`config.mk`:
```
export PLATFORM = sky130hd
export DESIGN_NAME = booth_controller
export DESIGN_NICKNAME = d
export VERILOG_FILES = /design/src/rtl/booth_controller.sv
export SDC_FILE = /design/constraint.sdc
export NUM_CORES = 1
export LEC_CHECK = 0
export CAP_MARGIN = 20
export CORE_ASPECT_RATIO = 0.8
export CORE_MARGIN = 2
export CORE_UTILIZATION = 45
export DETAILED_ROUTE_END_ITERATION = 12
export PLACE_DENSITY = 0.74
export SYNTH_ARGS = -nofsm -noshare
export SYNTH_HDL_FRONTEND = slang
export SYNTH_SLANG_ARGS = --single-unit
```
`constraint.sdc`:
```
create_clock -name i_clk -period 2.25 [get_ports i_clk]
set_input_delay 0.675 -clock i_clk [delete_from_list [all_inputs] [get_ports i_clk]]
set_output_delay 0.675 -clock i_clk [all_outputs]
set_load 0.01 [all_outputs]
```
`src/rtl/booth_controller.sv`:
```
// Control unit for a 6-bit radix-2 Booth multiplier: sequences load/add/shift strobes.
// Optional BOOTH_ZERO_SKIP_EN: iterations with a 00/11 Booth pair skip the add cycle.
module booth_controller #(
  parameter int unsigned N_BITS = 6
) (
  input  logic              i_clk,
  input  logic              i_rst,
  input  logic              i_start,
  input  logic [N_BITS-1:0] i_x,
  input  logic [1:0]        i_y_pair,
  output logic              o_ldx,
  output logic              o_ldy,
  output logic              o_rst_p,
  output logic              o_ldp,
  output logic              o_shift_y,
  output logic              o_shift_p,
  output logic [N_BITS-1:0] o_x_adder,
  output logic              o_ready,
  output logic              o_busy,
  output logic              o_done,
  output logic              o_ovf
);

  typedef enum logic [2:0] {StIdle, StLoad, StAdd, StShift, StDone} state_e;

  localparam logic [2:0]        LastIter = 3'(N_BITS - 1);
  localparam logic [N_BITS-1:0] MinNeg   = {1'b1, {(N_BITS-1){1'b0}}};
  localparam logic [N_BITS-1:0] One      = {{(N_BITS-1){1'b0}}, 1'b1};

  state_e            r_state;
  state_e            w_state_nxt;
  logic [N_BITS-1:0] r_x_hold;
  logic [2:0]        r_cnt;
  logic              r_ovf;
  logic              r_load;
  logic              r_add;
  logic              r_shift;
  logic              r_ready;
  logic              r_busy;
  logic              r_done;

  logic w_pair_nz;
  logic w_do_add;
  logic w_do_shift;
  logic w_last;

  assign w_pair_nz = i_y_pair[1] ^ i_y_pair[0];
  assign w_last    = (r_cnt == LastIter);

`ifdef BOOTH_ZERO_SKIP_EN
  // An add slot with a 00/11 pair turns straight into the shift for that iteration.
  assign w_do_add   = r_add & w_pair_nz;
  assign w_do_shift = r_shift | (r_add & ~w_pair_nz);
`else
  assign w_do_add   = r_add;
  assign w_do_shift = r_shift;
`endif

  always_comb begin
    w_state_nxt = r_state;
    unique case (r_state)
      StIdle:  if (i_start) w_state_nxt = StLoad;
      StLoad:  w_state_nxt = StAdd;
      StAdd, StShift: begin
        if (w_do_shift) w_state_nxt = w_last ? StDone : StAdd;
        else            w_state_nxt = StShift;
      end
      StDone:  w_state_nxt = StIdle;
      default: w_state_nxt = StIdle;
    endcase
  end

  // Strobes are registered from the next state, so they track the current state exactly.
  always_ff @(posedge i_clk) begin
    if (!i_rst) begin
      r_state  <= StIdle;
      r_x_hold <= '0;
      r_cnt    <= '0;
      r_ovf    <= 1'b0;
      r_load   <= 1'b0;
      r_add    <= 1'b0;
      r_shift  <= 1'b0;
      r_ready  <= 1'b1;
      r_busy   <= 1'b0;
      r_done   <= 1'b0;
    end else begin
      r_state <= w_state_nxt;
      r_load  <= (w_state_nxt == StLoad);
      r_add   <= (w_state_nxt == StAdd);
      r_shift <= (w_state_nxt == StShift);
      r_ready <= (w_state_nxt == StIdle);
      r_busy  <= (w_state_nxt != StIdle);
      r_done  <= (w_state_nxt == StDone);
      // Operand and overflow flag are captured on entry so they are valid during LOAD.
      if (w_state_nxt == StLoad) begin
        r_x_hold <= i_x;
        r_cnt    <= '0;
        r_ovf    <= (i_x == MinNeg);
      end else if (w_do_shift) begin
        r_cnt <= r_cnt + 3'd1;
      end
    end
  end

  always_comb begin
    o_x_adder = '0;
    if (w_do_add) begin
      unique case (i_y_pair)
        2'b01:   o_x_adder = r_x_hold;
        2'b10:   o_x_adder = ~r_x_hold + One;
        default: o_x_adder = '0;
      endcase
    end
  end

  assign o_ldx     = r_load;
  assign o_ldy     = r_load;
  assign o_rst_p   = r_load;
  assign o_ldp     = w_do_add;
  assign o_shift_y = w_do_shift;
  assign o_shift_p = w_do_shift;
  assign o_ready   = r_ready;
  assign o_busy    = r_busy;
  assign o_done    = r_done;
  assign o_ovf     = r_ovf;

endmodule

```
After elaboration in Yosys (flattened, before gate mapping)
Index checks and enable logic that the tools add are counted.
{"block": "op_classes", "addsub": 2, "multipliers": 0, "n_div": 0, "order_cmp": 0, "eq_ne": 11, "shifts": 0, "muxes": 6, "n_bitwise": 2, "reduce_logical": 5}
{"op": "== test 3 x 2 -> 1 bit, second input constant", "n": 4}
{"op": "case mux 6 bit (2 select lines)", "n": 1}
{"op": "two-way mux 3 bit", "n": 3}
{"op": "case mux 3 bit (3 select lines)", "n": 1}
{"op": "adder 6 x 1 -> 6 bit, second input constant", "n": 1}
{"op": "== test 3 x 1 -> 1 bit, second input constant", "n": 2}
{"op": "== test 3 bit, second input constant", "n": 2}
{"op": "== test 6 bit, second input constant", "n": 1}
{"op": "zero test 3 bit", "n": 2}
{"op": "two-way mux 6 bit", "n": 1}
{"op": "NOT 6 bit", "n": 1}
{"op": "OR reduction 2 bit", "n": 2}
{"op": "adder 3 x 1 -> 3 bit, second input constant", "n": 1}
{"op": "nonzero test 3 bit", "n": 1}
{"op": "== test 2 x 1 -> 1 bit, second input constant", "n": 1}
{"op": "== test 2 bit, second input constant", "n": 1}
{"op": "NOT 1 bit", "n": 1}
{"block": "word_totals", "register_bits": 19, "latchBits": 0, "ramBits": 0, "mem_bits_ro": 0, "out_inout_bits": 16, "elab_cells": 36, "n_memories": 0}

Longest topological paths before layout
{"block": "depth", "word_depth": 6, "ltp_mapped": 5, "mapped_depth_nobuf": 5}

Worst setup path before layout
OpenSTA, ideal clock, no wires.
{"block": "synth_path", "kind": "input to output", "from": "input port i_y_pair[0]", "to": "output port o_x_adder[4]", "arrival_ps": 1652, "required_time_ps": 1575, "path_slack_ps": -77, "stages": 5, "path_buffers": 0, "path_cell_list": "inv_1 > ha_1 > inv_1 > or2_0 > a311oi_1"}
{"block": "synth_between", "elab_chain_cells": 3}
{"element": "from (decl)", "line": "10", "rtl": "input logic [1:0] i_y_pair,"}
{"element": "== test 2 bit or == test 2 x 1 -> 1 bit (tied branches)", "line": "108", "rtl": "unique case (i_y_pair)"}
{"element": "case mux 6 bit (2 select lines) (*)", "line": "108"}
{"element": "two-way mux 6 bit (*)", "line": "107", "rtl": "if (w_do_add) begin"}
{"element": "to (decl)", "line": "17", "rtl": "output logic [N_BITS-1:0] o_x_adder,"}
Mark *: on every way between the ends. The rest lies on a longest branch, timed or not.

Final worst setup path
{"block": "layout_path", "from": "register r_x_hold[0]", "to": "output port o_x_adder[4]"}
{"block": "layout_between", "elab_chain_cells": 4}
{"element": "from (decl)", "line": "32", "rtl": "logic [N_BITS-1:0] r_x_hold;"}
{"element": "from (signal assigned)", "line": "96", "rtl": "r_x_hold <= i_x;"}
{"element": "NOT 6 bit", "line": "110", "rtl": "2'b10: o_x_adder = ~r_x_hold + One;"}
{"element": "adder 6 x 1 -> 6 bit", "line": "110"}
{"element": "case mux 6 bit (2 select lines)", "line": "108"}
{"element": "two-way mux 6 bit", "line": "107"}
Every way passes these cells.

==> reports/metrics.csv <==
stage,metric,value,unit
status,status,finished with violations,
status,failing checks,negative setup slack,
worst_setup_path,cells traversed along the worst timing path,"inv_2, ha_4, or3b_1, or2_1, a311oi_2, buf_2",
run,number of max-capacitance violations reported,0,
routing,initial detailed-routing violation count,13,
power_and_ir_drop,Sw Pwr,0.210,mW
clock_tree,Max H-tree Level,1,
place,HPWL after detailed placement,1460,um
timing,Worst Tran Pin Value,0.380,ns
power_and_ir_drop,leakage dissipation,0.544,nW
yosys,Simple-Gate Fraction of Synth Area,0.216,
timing,final setup vio count,1,
power_and_ir_drop,proportion of power drawn by the clock network,0.221,
yosys,ys flop type,sky130_fd_sc_hd__dfxtp_1,
floorplan,core box area,1890,um^2
yosys,complex-gate fraction of the synthesized area,0.207,
yosys,mapped cell area,902,um^2
global_route,met3 Track Usage GR,0.0507,
place,input/output buffers,26,
yosys,"top cells by area, synth","sky130_fd_sc_hd__dfxtp_1, sky130_fd_sc_hd__ha_1, sky130_fd_sc_hd__a22o_1",
layout,fin util,0.722,
global_route,via count of the first global-routing pass,747,
yosys,Yosys reg bits,19,
yosys,Synth Area in XOR/XNOR,0.0194,
worst_setup_path,WP data required,1.57,ns
clock_tree,cts-stage hold buffer count,0,
yosys,post-synthesis async set-or-reset flop share,0,
power_and_ir_drop,cell-internal power,0.552,mW
routing,Detailed Routing Iterations Pass 1,4,
yosys,net count after synthesis,105,
power_and_ir_drop,total power of the final layout,0.763,mW
routing,DRC violations left,0,
routing,via count,772,
layout,filler instances,132,
yosys,synth unique cells,35,
layout,layout net count,144,
yosys,post-synth top area share,0.422,
timing,maximum clock rate,0.393,GHz
layout,number of diodes added for antenna fixing,0,
floorplan,IO Pins,27,
yosys,count of warnings emitted by yosys,0,
global_route,GRT overflow,0,
floorplan,floorplan die width,54.1,um
clock_tree,CTS max path bufs,2,
yosys,proportion of synthesized area in mux cells,0,
worst_setup_path,Critical Path Sink Type,output port,
yosys,count of mapped cells out of synthesis,89,
routing,final routed wire length divided by cell count,13.6,um
power_and_ir_drop,maximum resistive drop on vdd,534,uV
timing,Post-Route Setup TNS,-0.297,ns
worst_setup_path,data arrival time of the critical path,1.87,ns
global_route,most congested layer reported by global routing,met2,
yosys,Post-Synth Adder-Cell Area,0.0693,
floorplan,count of standard-cell rows,14,
hold_path,class of the tightest hold or removal check,flip-flop to flip-flop,
global_route,pin count of the biggest net entering global routing,11,
floorplan,initial cell density of the core,0.477,
place,routability-driven placement congestion ratio,0.786,
routing,remaining antenna violation count after routing,0,
global_route,initial antenna violation count,0,
power_and_ir_drop,sequential power share,0.497,
global_route,global-route wire length before repair,3290,um
clock_tree,Clk Tree Root Cell,sky130_fd_sc_hd__clkbuf_4,
layout,ratio of cells with drive above 1 in the final layout,0.354,
floorplan,die height,44.0,um
global_route,GRT Overall Usage,0.192,
timing,worst hold slack after final layout,0.481,ns
global_route,met2 usage in global routing,0.290,
routing,via density per instance,5.11,
layout,Layout Area Growth over Synthesis,51.3,%
worst_setup_path,"Slowest-stage cell, CP",sky130_fd_sc_hd__or3b_1,
power_and_ir_drop,power density relative to cell area,559,nW/um^2
timing,relative slew slack,0.746,
clock_tree,CTS tree,built,
worst_setup_path,startpoint type of the worst setup path,flip-flop,
power_and_ir_drop,share of power burned in combinational logic,0.282,
worst_setup_path,Worst path max stage delay,0.37,ns
yosys,largest family of logic cells by synthesized area,simple AND/OR/NAND/NOR gates,
timing,unrepaired setup endpoints after global routing,yes,
global_route,met1 layer usage reported by global route,0.263,
clock_tree,number of sinks on the clock net,19,
timing,clock skew after layout,0.00425,ns
timing,fin crit period,2.55,ns
timing,final worst setup slack,-0.297,ns
timing,final worst-path cycle share,1.13,
power_and_ir_drop,net switching share of the total power,0.276,
clock_tree,clock slew at reported path FFs,0.10,ns
floorplan,DIE AREA,2380,um^2
yosys,cell type with the largest total area after synthesis,sky130_fd_sc_hd__dfxtp_1,
clock_tree,Clock Latency Late Sink,0.29,ns
yosys,post-synthesis sequential area ratio,0.422,
yosys,mean instance size in the synthesized netlist,10.1,um^2
routing,Final Routed Wirelength,2060,um
timing,final number of max-transition violations,0,
worst_setup_path,Worst Path Max Fanout,2,
clock_tree,Inserted Clock Buffers,3,
worst_setup_path,Crit Path Class,flip-flop to output port,
timing,final-report hold violation count,0,
yosys,"EDFF count, synth",0,
[final timing paths]
path | start | endpoint | slack (ns) | depth (start not counted)
worst max-delay path | r_x_hold[0] | o_x_adder[4] | -0.30 | 6
worst min-delay path | o_ovf | o_ovf | 0.48 | 1
worst max register to register | r_cnt[1] | o_ldp | 0.79 | 5
worst min register to register | o_ovf | o_ovf | 0.48 | 1
[per-layer routing]
metal  share of wire  wire length [um]
met1            0.48               996
met2            0.47               958
met3           0.043                88
met4          0.0058                12
met5               0                 0
[registers in the layout, indices dropped and copies added, names as in the netlist]
signal	count
o_done	1
o_ready	1
r_cnt	3
r_state	3
o_ldp	1
o_ldx	1
o_busy	1
o_shift_p	1
o_ovf	1
r_x_hold	6
[worst max-delay path, delay by kind of cell (launching register included)]
kind / cells / cell delay [ns]
DFF: 1 / 0.34
and+or+nand+nor: 2 / 0.64
adders and majority gates: 1 / 0.13
buffers and inverters: 2 / 0.25
AOI/OAI and AO/OA: 1 / 0.22
[synth_stat cells (2+ instances only)]
| master | count |
|---|---|
| sky130_fd_sc_hd__inv_1 | 7 |
| sky130_fd_sc_hd__nor4b_2 | 2 |
| sky130_fd_sc_hd__ha_1 | 5 |
| sky130_fd_sc_hd__nor2_1 | 8 |
| sky130_fd_sc_hd__or3b_1 | 2 |
| sky130_fd_sc_hd__nand2_1 | 3 |
| sky130_fd_sc_hd__and3b_1 | 2 |
| sky130_fd_sc_hd__a22o_1 | 6 |
| sky130_fd_sc_hd__a311oi_1 | 2 |
| sky130_fd_sc_hd__nand2b_1 | 3 |
| sky130_fd_sc_hd__a211oi_1 | 2 |
| sky130_fd_sc_hd__a21oi_1 | 3 |
| sky130_fd_sc_hd__nor3_1 | 2 |
| sky130_fd_sc_hd__dfxtp_1 | 19 |
| sky130_fd_sc_hd__buf_4 | 3 |
[layout by cell type, fill, tap and decap left out, types with 2 or more instances in the layout]
cell type,n
sky130_fd_sc_hd__clkdlybuf4s50_1,18
sky130_fd_sc_hd__dfxtp_1,16
sky130_fd_sc_hd__buf_4,9
sky130_fd_sc_hd__nor2_1,8
sky130_fd_sc_hd__a22o_1,6
sky130_fd_sc_hd__buf_2,5
sky130_fd_sc_hd__buf_6,4
sky130_fd_sc_hd__inv_1,3
sky130_fd_sc_hd__nand2_1,3
sky130_fd_sc_hd__ha_4,3
sky130_fd_sc_hd__clkbuf_4,3
sky130_fd_sc_hd__dfxtp_2,3
sky130_fd_sc_hd__inv_4,2
sky130_fd_sc_hd__inv_2,2
sky130_fd_sc_hd__or3b_1,2
sky130_fd_sc_hd__a21oi_1,2
sky130_fd_sc_hd__a311oi_2,2
sky130_fd_sc_hd__nand2b_1,2
sky130_fd_sc_hd__nor4b_2,2
sky130_fd_sc_hd__and3b_1,2
sky130_fd_sc_hd__ha_1,2
[layout make-up]
type | count | area, um^2 | area share
inverter | 7 | 31.3 | 0.0229
clock buffer | 4 | 26.3 | 0.0192
timing repair buffer | 38 | 343 | 0.251
sequential | 19 | 384 | 0.281
tap | 24 | 30.0 | 0.0220
multi-input combinational | 59 | 551 | 0.403
[power by group through the flow]
stage,sequential [mW],clock [mW],combinational [mW]
after detailed placement,0.384,0,0.185
after CTS,0.378,0.169,0.200
after floorplan,0.390,0,0.0946
after global routing,0.383,0.192,0.235
after global placement,0.383,0,0.183
final,0.379,0.169,0.215
[metrics by stage]
| stage | worst slack [ns] | area, um^2 | cells |
|---|---|---|---|
| floorplan | -0.0224 | 915 | 89 |
| global placement | -0.918 | 1250 | 146 |
| detailed placement | -1.00 | 1250 | 146 |
| CTS | -0.270 | 1320 | 151 |
| global route | -0.365 | 1370 | 151 |
| finish | -0.297 | 1370 | 151 |
[what timing repair did]
item	CTS	global route
setup buffers	1	0
pin swaps	5	4
resized for setup	49	12
setup endpoints to repair	6	4
[cell families after synthesis]
logic type,count (synthesis)
buf+inv,11
simple gates,30
compound gates,22
xor+xnor,2
fa+ha+maj,5
flops,19
Note: power is estimated with default switching activity, not from simulation.
